**src/rtl/instr_fetch_unit_if.sv**
```systemverilog
// ---------------------------------------------------------------------------
// instr_fetch_unit_if
//   Bundle of the fetch unit's bus-side signals: the instruction-memory
//   req/ack channel, the redirect input from branch/jump resolution and the
//   valid/ready channel toward decode.
//
//   modport master : the fetch unit itself
//   modport slave  : the environment (instruction memory + decode + branch)
//
//   Signals
//     imem_req    fetch request (fetch unit -> memory)
//     imem_addr   word address of the request, stable while imem_req is high
//     imem_ack    request completes this cycle (memory -> fetch unit)
//     imem_rdata  instruction word, valid with imem_req & imem_ack
//     redirect    one-cycle pulse, branch/jump taken
//     redirect_pc new fetch word address, valid with redirect
//     instr_valid head entry valid (fetch unit -> decode)
//     instr       instruction word at the head
//     instr_pc    word address of instr
//     instr_ready decode accepts the head entry this cycle
// ---------------------------------------------------------------------------
interface instr_fetch_unit_if;
    logic        imem_req;
    logic [31:0] imem_addr;
    logic        imem_ack;
    logic [31:0] imem_rdata;
    logic        redirect;
    logic [31:0] redirect_pc;
    logic        instr_valid;
    logic [31:0] instr;
    logic [31:0] instr_pc;
    logic        instr_ready;

    modport master (
        output imem_req, imem_addr, instr_valid, instr, instr_pc,
        input  imem_ack, imem_rdata, redirect, redirect_pc, instr_ready
    );

    modport slave (
        input  imem_req, imem_addr, instr_valid, instr, instr_pc,
        output imem_ack, imem_rdata, redirect, redirect_pc, instr_ready
    );
endinterface

```
**src/rtl/instr_fetch_unit.sv**
```systemverilog
// ---------------------------------------------------------------------------
// instr_fetch_unit
//   Prefetching instruction-fetch front end. Owns the fetch PC (a word
//   address), issues one outstanding word read at a time to instruction
//   memory, buffers returned words with their PC in a DEPTH-entry FIFO and
//   hands them to decode over valid/ready. A redirect empties the FIFO and
//   restarts fetch at redirect_pc; if a request is still waiting for its ack
//   the unit holds it (FLUSH) and discards its data before switching.
//
//   Parameters
//     DEPTH   FIFO entries, power of two, 2..16
//
//   Ports
//     CLK     clock, rising edge
//     RESET   asynchronous active-low reset
//     startPC boot word address, sampled on the first edge out of reset
//     bus     instr_fetch_unit_if.master (imem req/ack, redirect, decode)
//
//   Optional feature (macro FETCH_BYPASS_EN)
//     When defined, a word acked while the FIFO is empty is presented to
//     decode in the same cycle straight from imem_rdata/imem_addr; if decode
//     takes it, it is never written into the FIFO. Suppressed in FLUSH and
//     in any cycle carrying a redirect. When undefined there is no
//     combinational path from imem_* to instr_*.
// ---------------------------------------------------------------------------
module instr_fetch_unit #(
    parameter int DEPTH = 4
) (
    input  logic                      CLK,
    input  logic                      RESET,
    input  logic [31:0]               startPC,
    instr_fetch_unit_if.master        bus
);

    localparam int AW = $clog2(DEPTH);
    localparam logic [AW:0] FULL = (AW+1)'(DEPTH);

    typedef enum logic [1:0] {
        S_BOOT  = 2'd0,
        S_RUN   = 2'd1,
        S_FLUSH = 2'd2
    } state_t;

    state_t      r_state, w_state_nxt;
    logic [31:0] r_fetch_pc, w_fetch_pc_nxt;
    logic [31:0] r_target, w_target_nxt;
    logic [AW:0] r_wptr, w_wptr_nxt;
    logic [AW:0] r_rptr, w_rptr_nxt;
    logic [AW:0] w_count;

    logic [31:0] r_pc_mem   [DEPTH];
    logic [31:0] r_word_mem [DEPTH];

    logic        w_req;
    logic        w_fetch_done;
    logic        w_fifo_valid;
    logic        w_pop;
    logic        w_push;
    logic        w_byp;

    // Extra pointer bit distinguishes full from empty.
    assign w_count      = r_wptr - r_rptr;
    assign w_fifo_valid = (r_wptr != r_rptr);

    // In FLUSH the stale request is held up until its ack arrives; in RUN a
    // request is only raised when there is room for its word. Count can only
    // drop while a request waits, so a raised request is never withdrawn.
    assign w_req        = (r_state == S_FLUSH) ||
                          ((r_state == S_RUN) && (w_count != FULL));
    assign w_fetch_done = w_req & bus.imem_ack;

`ifdef FETCH_BYPASS_EN
    assign w_byp = !w_fifo_valid && (r_state == S_RUN) && w_fetch_done &&
                   !bus.redirect;
`else
    assign w_byp = 1'b0;
`endif

    assign w_pop = w_fifo_valid & bus.instr_ready;

    // -----------------------------------------------------------------------
    // Outputs. Head data is gated with valid so that an empty FIFO shows 0
    // rather than whatever stale entry the read pointer lands on.
    // -----------------------------------------------------------------------
    assign bus.imem_req    = w_req;
    assign bus.imem_addr   = r_fetch_pc;
    assign bus.instr_valid = w_fifo_valid | w_byp;
    assign bus.instr       = w_byp        ? bus.imem_rdata :
                             w_fifo_valid ? r_word_mem[r_rptr[AW-1:0]] : 32'd0;
    assign bus.instr_pc    = w_byp        ? r_fetch_pc :
                             w_fifo_valid ? r_pc_mem[r_rptr[AW-1:0]] : 32'd0;

    // -----------------------------------------------------------------------
    // Next-state logic
    // -----------------------------------------------------------------------
    always_comb begin
        w_state_nxt    = r_state;
        w_fetch_pc_nxt = r_fetch_pc;
        w_target_nxt   = r_target;
        w_wptr_nxt     = r_wptr;
        w_rptr_nxt     = r_rptr;
        w_push         = 1'b0;

        unique case (r_state)
            S_BOOT: begin
                // First edge with reset released; redirect is not looked at.
                w_fetch_pc_nxt = startPC;
                w_state_nxt    = S_RUN;
            end

            S_RUN: begin
                if (bus.redirect) begin
                    // Empty the FIFO; a same-edge dequeue does not matter.
                    w_rptr_nxt   = r_wptr;
                    w_target_nxt = bus.redirect_pc;
                    if (w_req && !bus.imem_ack) begin
                        // Request in flight: keep it up, drop its data later.
                        w_state_nxt = S_FLUSH;
                    end else begin
                        // Nothing pending, or the ack lands now and is dropped.
                        w_fetch_pc_nxt = bus.redirect_pc;
                    end
                end else begin
                    if (w_fetch_done) begin
                        w_fetch_pc_nxt = r_fetch_pc + 32'd1;
                        // A bypassed word taken by decode never enters the FIFO.
                        w_push = !(w_byp && bus.instr_ready);
                    end
                    if (w_push) begin
                        w_wptr_nxt = r_wptr + 1'b1;
                    end
                    if (w_pop) begin
                        w_rptr_nxt = r_rptr + 1'b1;
                    end
                end
            end

            S_FLUSH: begin
                // FIFO is already empty here; only the target can change.
                if (bus.redirect) begin
                    w_target_nxt = bus.redirect_pc;
                end
                if (bus.imem_ack) begin
                    w_state_nxt    = S_RUN;
                    w_fetch_pc_nxt = bus.redirect ? bus.redirect_pc : r_target;
                end
            end

            default: begin
                w_state_nxt = S_BOOT;
            end
        endcase
    end

    // -----------------------------------------------------------------------
    // State registers
    // -----------------------------------------------------------------------
    always_ff @(posedge CLK or negedge RESET) begin
        if (!RESET) begin
            r_state    <= S_BOOT;
            r_fetch_pc <= 32'd0;
            r_target   <= 32'd0;
            r_wptr     <= '0;
            r_rptr     <= '0;
        end else begin
            r_state    <= w_state_nxt;
            r_fetch_pc <= w_fetch_pc_nxt;
            r_target   <= w_target_nxt;
            r_wptr     <= w_wptr_nxt;
            r_rptr     <= w_rptr_nxt;
        end
    end

    // FIFO storage: contents need no reset, visibility is set by the pointers.
    always_ff @(posedge CLK) begin
        if (w_push) begin
            r_pc_mem[r_wptr[AW-1:0]]   <= r_fetch_pc;
            r_word_mem[r_wptr[AW-1:0]] <= bus.imem_rdata;
        end
    end

endmodule

```
**src/flat_wrapper.sv**
```systemverilog
// flat-port wrapper written by rule: the top's interface ports become plain ports
module instr_fetch_unit_flat 
#(
    parameter int DEPTH = 4
)
  (CLK, RESET, startPC, bus_imem_req, bus_imem_addr, bus_instr_valid, bus_instr, bus_instr_pc, bus_imem_ack, bus_imem_rdata, bus_redirect, bus_redirect_pc, bus_instr_ready);
  instr_fetch_unit_if bus_i ();
  input  logic CLK;
  input  logic RESET;
  input  logic [31:0] startPC;
  output wire logic [$bits(bus_i.imem_req)-1:0] bus_imem_req;
  output wire logic [$bits(bus_i.imem_addr)-1:0] bus_imem_addr;
  output wire logic [$bits(bus_i.instr_valid)-1:0] bus_instr_valid;
  output wire logic [$bits(bus_i.instr)-1:0] bus_instr;
  output wire logic [$bits(bus_i.instr_pc)-1:0] bus_instr_pc;
  input wire logic [$bits(bus_i.imem_ack)-1:0] bus_imem_ack;
  input wire logic [$bits(bus_i.imem_rdata)-1:0] bus_imem_rdata;
  input wire logic [$bits(bus_i.redirect)-1:0] bus_redirect;
  input wire logic [$bits(bus_i.redirect_pc)-1:0] bus_redirect_pc;
  input wire logic [$bits(bus_i.instr_ready)-1:0] bus_instr_ready;
  assign bus_imem_req = bus_i.imem_req;
  assign bus_imem_addr = bus_i.imem_addr;
  assign bus_instr_valid = bus_i.instr_valid;
  assign bus_instr = bus_i.instr;
  assign bus_instr_pc = bus_i.instr_pc;
  assign bus_i.imem_ack = bus_imem_ack;
  assign bus_i.imem_rdata = bus_imem_rdata;
  assign bus_i.redirect = bus_redirect;
  assign bus_i.redirect_pc = bus_redirect_pc;
  assign bus_i.instr_ready = bus_instr_ready;
  instr_fetch_unit #(.DEPTH(DEPTH)) u_core (.CLK(CLK), .RESET(RESET), .startPC(startPC), .bus(bus_i));
endmodule
```
**config.mk**
```make
export PLATFORM = sky130hd
export DESIGN_NAME = instr_fetch_unit_flat
export DESIGN_NICKNAME = d
export VERILOG_FILES = /design/src/rtl/instr_fetch_unit_if.sv /design/src/rtl/instr_fetch_unit.sv /design/src/flat_wrapper.sv
export SDC_FILE = /design/constraint.sdc
export NUM_CORES = 1
export LEC_CHECK = 0
export CORE_MARGIN = 8
export CORE_UTILIZATION = 24
export CTS_CLUSTER_DIAMETER = 120
export DETAILED_ROUTE_END_ITERATION = 8
export REMOVE_ABC_BUFFERS = 1
export SLEW_MARGIN = 20
export SYNTH_ARGS = -nofsm -noshare
export SYNTH_HDL_FRONTEND = slang
export SYNTH_SLANG_ARGS = --single-unit
export TNS_END_PERCENT = 50
```
**constraint.sdc**
```tcl
create_clock -name CLK -period 6.6 [get_ports CLK]
set_input_delay 1.98 -clock CLK [delete_from_list [all_inputs] [get_ports CLK]]
set_output_delay 1.98 -clock CLK [all_outputs]
set_load 0.005 [all_outputs]
```
==> impl_metrics.tcl <==
set metrics [dict create \
    drc 0 \
    gp_congestion 0.7368 \
    rr_worst_depth 8 \
    yosysWarnings 0 \
    initial_core_util_pct 24.08 \
    drv_slew 0 \
    cts_inserted_buffers 41 \
    synth_seq_cells 328 \
    tightest_slew_ns 1.054 \
    hold_viol 0 \
    rows 89 \
    p_clk_share_pct 24.0 \
    vias 8612 \
    hold_depth 1 \
    clockRootBuffer "clkbuf_16" \
    power.switching_w 0.002950 \
    ant_nets 0 \
    cts_hold_buf 0 \
    crit_type "reg -> out" \
    comb_power_share_pct 39.7 \
    min_period_ns 5.216 \
    cts_buffer_depth 3 \
    tns_ns 0 \
    die_area_um2 66770 \
    grt_util_all_layers_pct 11.75 \
    io-pin-count 199 \
    totalWireLength_um 40070 \
    cts_tree "done" \
    cp_data_required_time_ns 4.62 \
    dp_slack_ns 1.720 \
    antenna_found_initial 10 \
    grt_overflow_total 0 \
    hold_class "reg -> reg" \
    seq_area_frac_synth_pct 67.29 \
    worst_setup_path_end_kind "output pin" \
    finalSetupViolCount 0 \
    drive_above_1_share_pct 17.45 \
    drv_cap 0 \
    layout_commonest_cell "edfxtp_1" \
    core_area_um2 58570 \
    layout_common_cells "256 x edfxtp_1, 197 x clkdlybuf4s50_1, 70 x dfrtp_1, 65 x and2_1, 64 x mux4_2" \
    wl_per_cell_um 21.21 \
    power_density_nw_per_um2 480.8 \
    drtPass1Iterations 5 \
    peakVddDrop_uv 303.0 \
    synth_cell_types 62 \
    fp.dieH_um 258.4 \
    crit_arrival_ns 3.24 \
    multiInputGateArea_um2 4377 \
    async_flop_share_pct 21.95 \
    synth_edf_count 256 \
    syn_to_final_growth_pct 29.48 \
    layout.nets 1194 \
    swShare_pct 33.60 \
    fin_area_um2 18260 \
    status "finished clean" \
    pwr-share-seq_pct 36.3 \
    timing.hold.ws_ns 0.5060 \
    leakagePower_nw 6.142 \
    grt_start_max_net_pins 73 \
    worstSkewPairLatency_ns 0.56 \
    seqCellArea_um2 9497 \
    cp-start-kind "register" \
    grt_pass1_vias 9097 \
    fin_crit_sh_pct 79.04 \
    final_core_util_pct 31.17 \
    yosys_most_used_dff "edfxtp_1" \
    synth_area_um2 14100 \
    h-tree-depth 2 \
    vias_per_cell 4.559 \
    syn_area_per_cell_um2 16.14 \
    relSlewSlack_pct 29.30 \
    max_freq_mhz 191.7 \
    finalWorstSetupSlack_ns 1.384 \
    clk_pin_slew_ns 0.06 \
    p_int_w 0.005829 \
    dp_hpwl_um 25960 \
    port_buffers 198 \
    worstPathMaxFanout 66 \
    die_w_um 258.4 \
    rsz0062_at_grt "no" \
    clock_sinks 328 \
    place_area_um2 16990 \
    grt_pass1_wl_um 59630 \
    cts_setup_buffers 0 \
    skew_ns 0.02187 \
    drt_first_iter_violations 501 \
    ctsResizeCount 0 \
    synthCells 874 \
    fill_cells 5821 \
]
-- through the flow --
step / total power [W] / cells
final: 0.008779 / 1889
after global routing: 0.009350 / 1886
after floorplan: 0.004999 / 821
after detailed placement: 0.006800 / 1810
after global placement: 0.006720 / 1810
after CTS: 0.008956 / 1885
-- layout make-up --
cell class | instances | share of cell area [%]
Tap cell | 773 | 5.297
Timing Repair Buffer | 216 | 11.60
Clock inverter | 26 | 1.028
Clock buffer | 49 | 5.838
Antenna cell | 4 | 0.05482
Sequential cell | 328 | 52.01
Inverter | 10 | 0.2056
Multi-Input combinational cell | 483 | 23.97
-- cell usage after synthesis, drive strengths merged, types with 4 or more instances --
cell | number | share of area, %
a221oi | 22 | 1.4
nand2 | 32 | 0.85
nand4b | 4 | 0.25
a21oi | 13 | 0.46
and3 | 6 | 0.27
nand4 | 8 | 0.40
o22ai | 6 | 0.27
inv | 10 | 0.27
mux2 | 33 | 2.6
o31ai | 6 | 0.32
a31oi | 8 | 0.35
mux4 | 64 | 10
a211o | 7 | 0.43
o21ai | 44 | 1.6
nor2 | 39 | 1.0
nor3 | 15 | 0.61
a211oi | 6 | 0.32
and2 | 69 | 3.1
edfxtp | 256 | 55
o2bb2ai | 4 | 0.25
a221o | 9 | 0.64
o22a | 4 | 0.25
buf | 22 | 0.77
mux2i | 5 | 0.35
nor4 | 4 | 0.28
xnor2 | 4 | 0.25
nand3 | 14 | 0.59
clkbuf | 31 | 0.83
dfrtp | 72 | 13
ha | 13 | 1.2
xor2 | 5 | 0.31
-- metal layers --
layer / track usage (%) / vias to the layer above / wire (um)
li1: - / 3913 / -
met1: 14.65 / 4360 / 16930
met2: 19.47 / 250 / 19070
met3: 4.036 / 77 / 3186
met4: 2.812 / 12 / 799
met5: 0 / - / 80
-- critical path: stages (launching register included) --
cell             delay (ns)
dfrtp_4                0.76
inv_1                  0.09
ha_1                   0.39
nand3_4                0.53
and2_1                 0.38
clkdlybuf4s50_1        0.46
-- power groups by stage --
stage | clock [W] | combinational (W) | sequential, W
global placement | 0 | 0.00351 | 0.00321
floorplan | 0 | 0.00187 | 0.00313
global route | 0.00226 | 0.00383 | 0.00326
finish | 0.00210 | 0.00349 | 0.00319
detailed placement | 0 | 0.00355 | 0.00325
CTS | 0.00218 | 0.00357 | 0.00320
-- path summary, 6_finish.rpt --
path,endpoint,start,slack (ns)
setup / recovery,bus_instr_pc[22],u_core.r_rptr[1],1.38
hold / removal,u_core.r_target[28],u_core.r_target[28],0.51
setup reg to reg,u_core.r_word_mem[2][10],u_core.r_rptr[1],3.19
hold reg to reg,u_core.r_target[28],u_core.r_target[28],0.51
max in group asynchronous,u_core.r_rptr[1],RESET,4.56
min in group asynchronous,u_core.r_target[27],RESET,1.47
-- cell families after synthesis --
kind of cell               Yosys count  share of synthesized area [%]
muxes                              102                          13.21
buffers and inverters               63                          1.872
and+or+nand+nor                    207                          8.278
AOI/OAI and AO/OA                  152                          7.639
xor gates and xnor gates             9                         0.5589
DFF                                328                          67.29
adders and majority gates           13                          1.153
-- state kept, by name, indices dropped and copies added, names as in the netlist --
register / count
u_core.r_rptr: 3
u_core.r_pc_mem: 128
u_core.r_target: 32
u_core.r_state: 2
u_core.bus.imem_addr: 32
u_core.r_word_mem: 128
u_core.r_wptr: 3
Power figures use the tool's default switching activity.
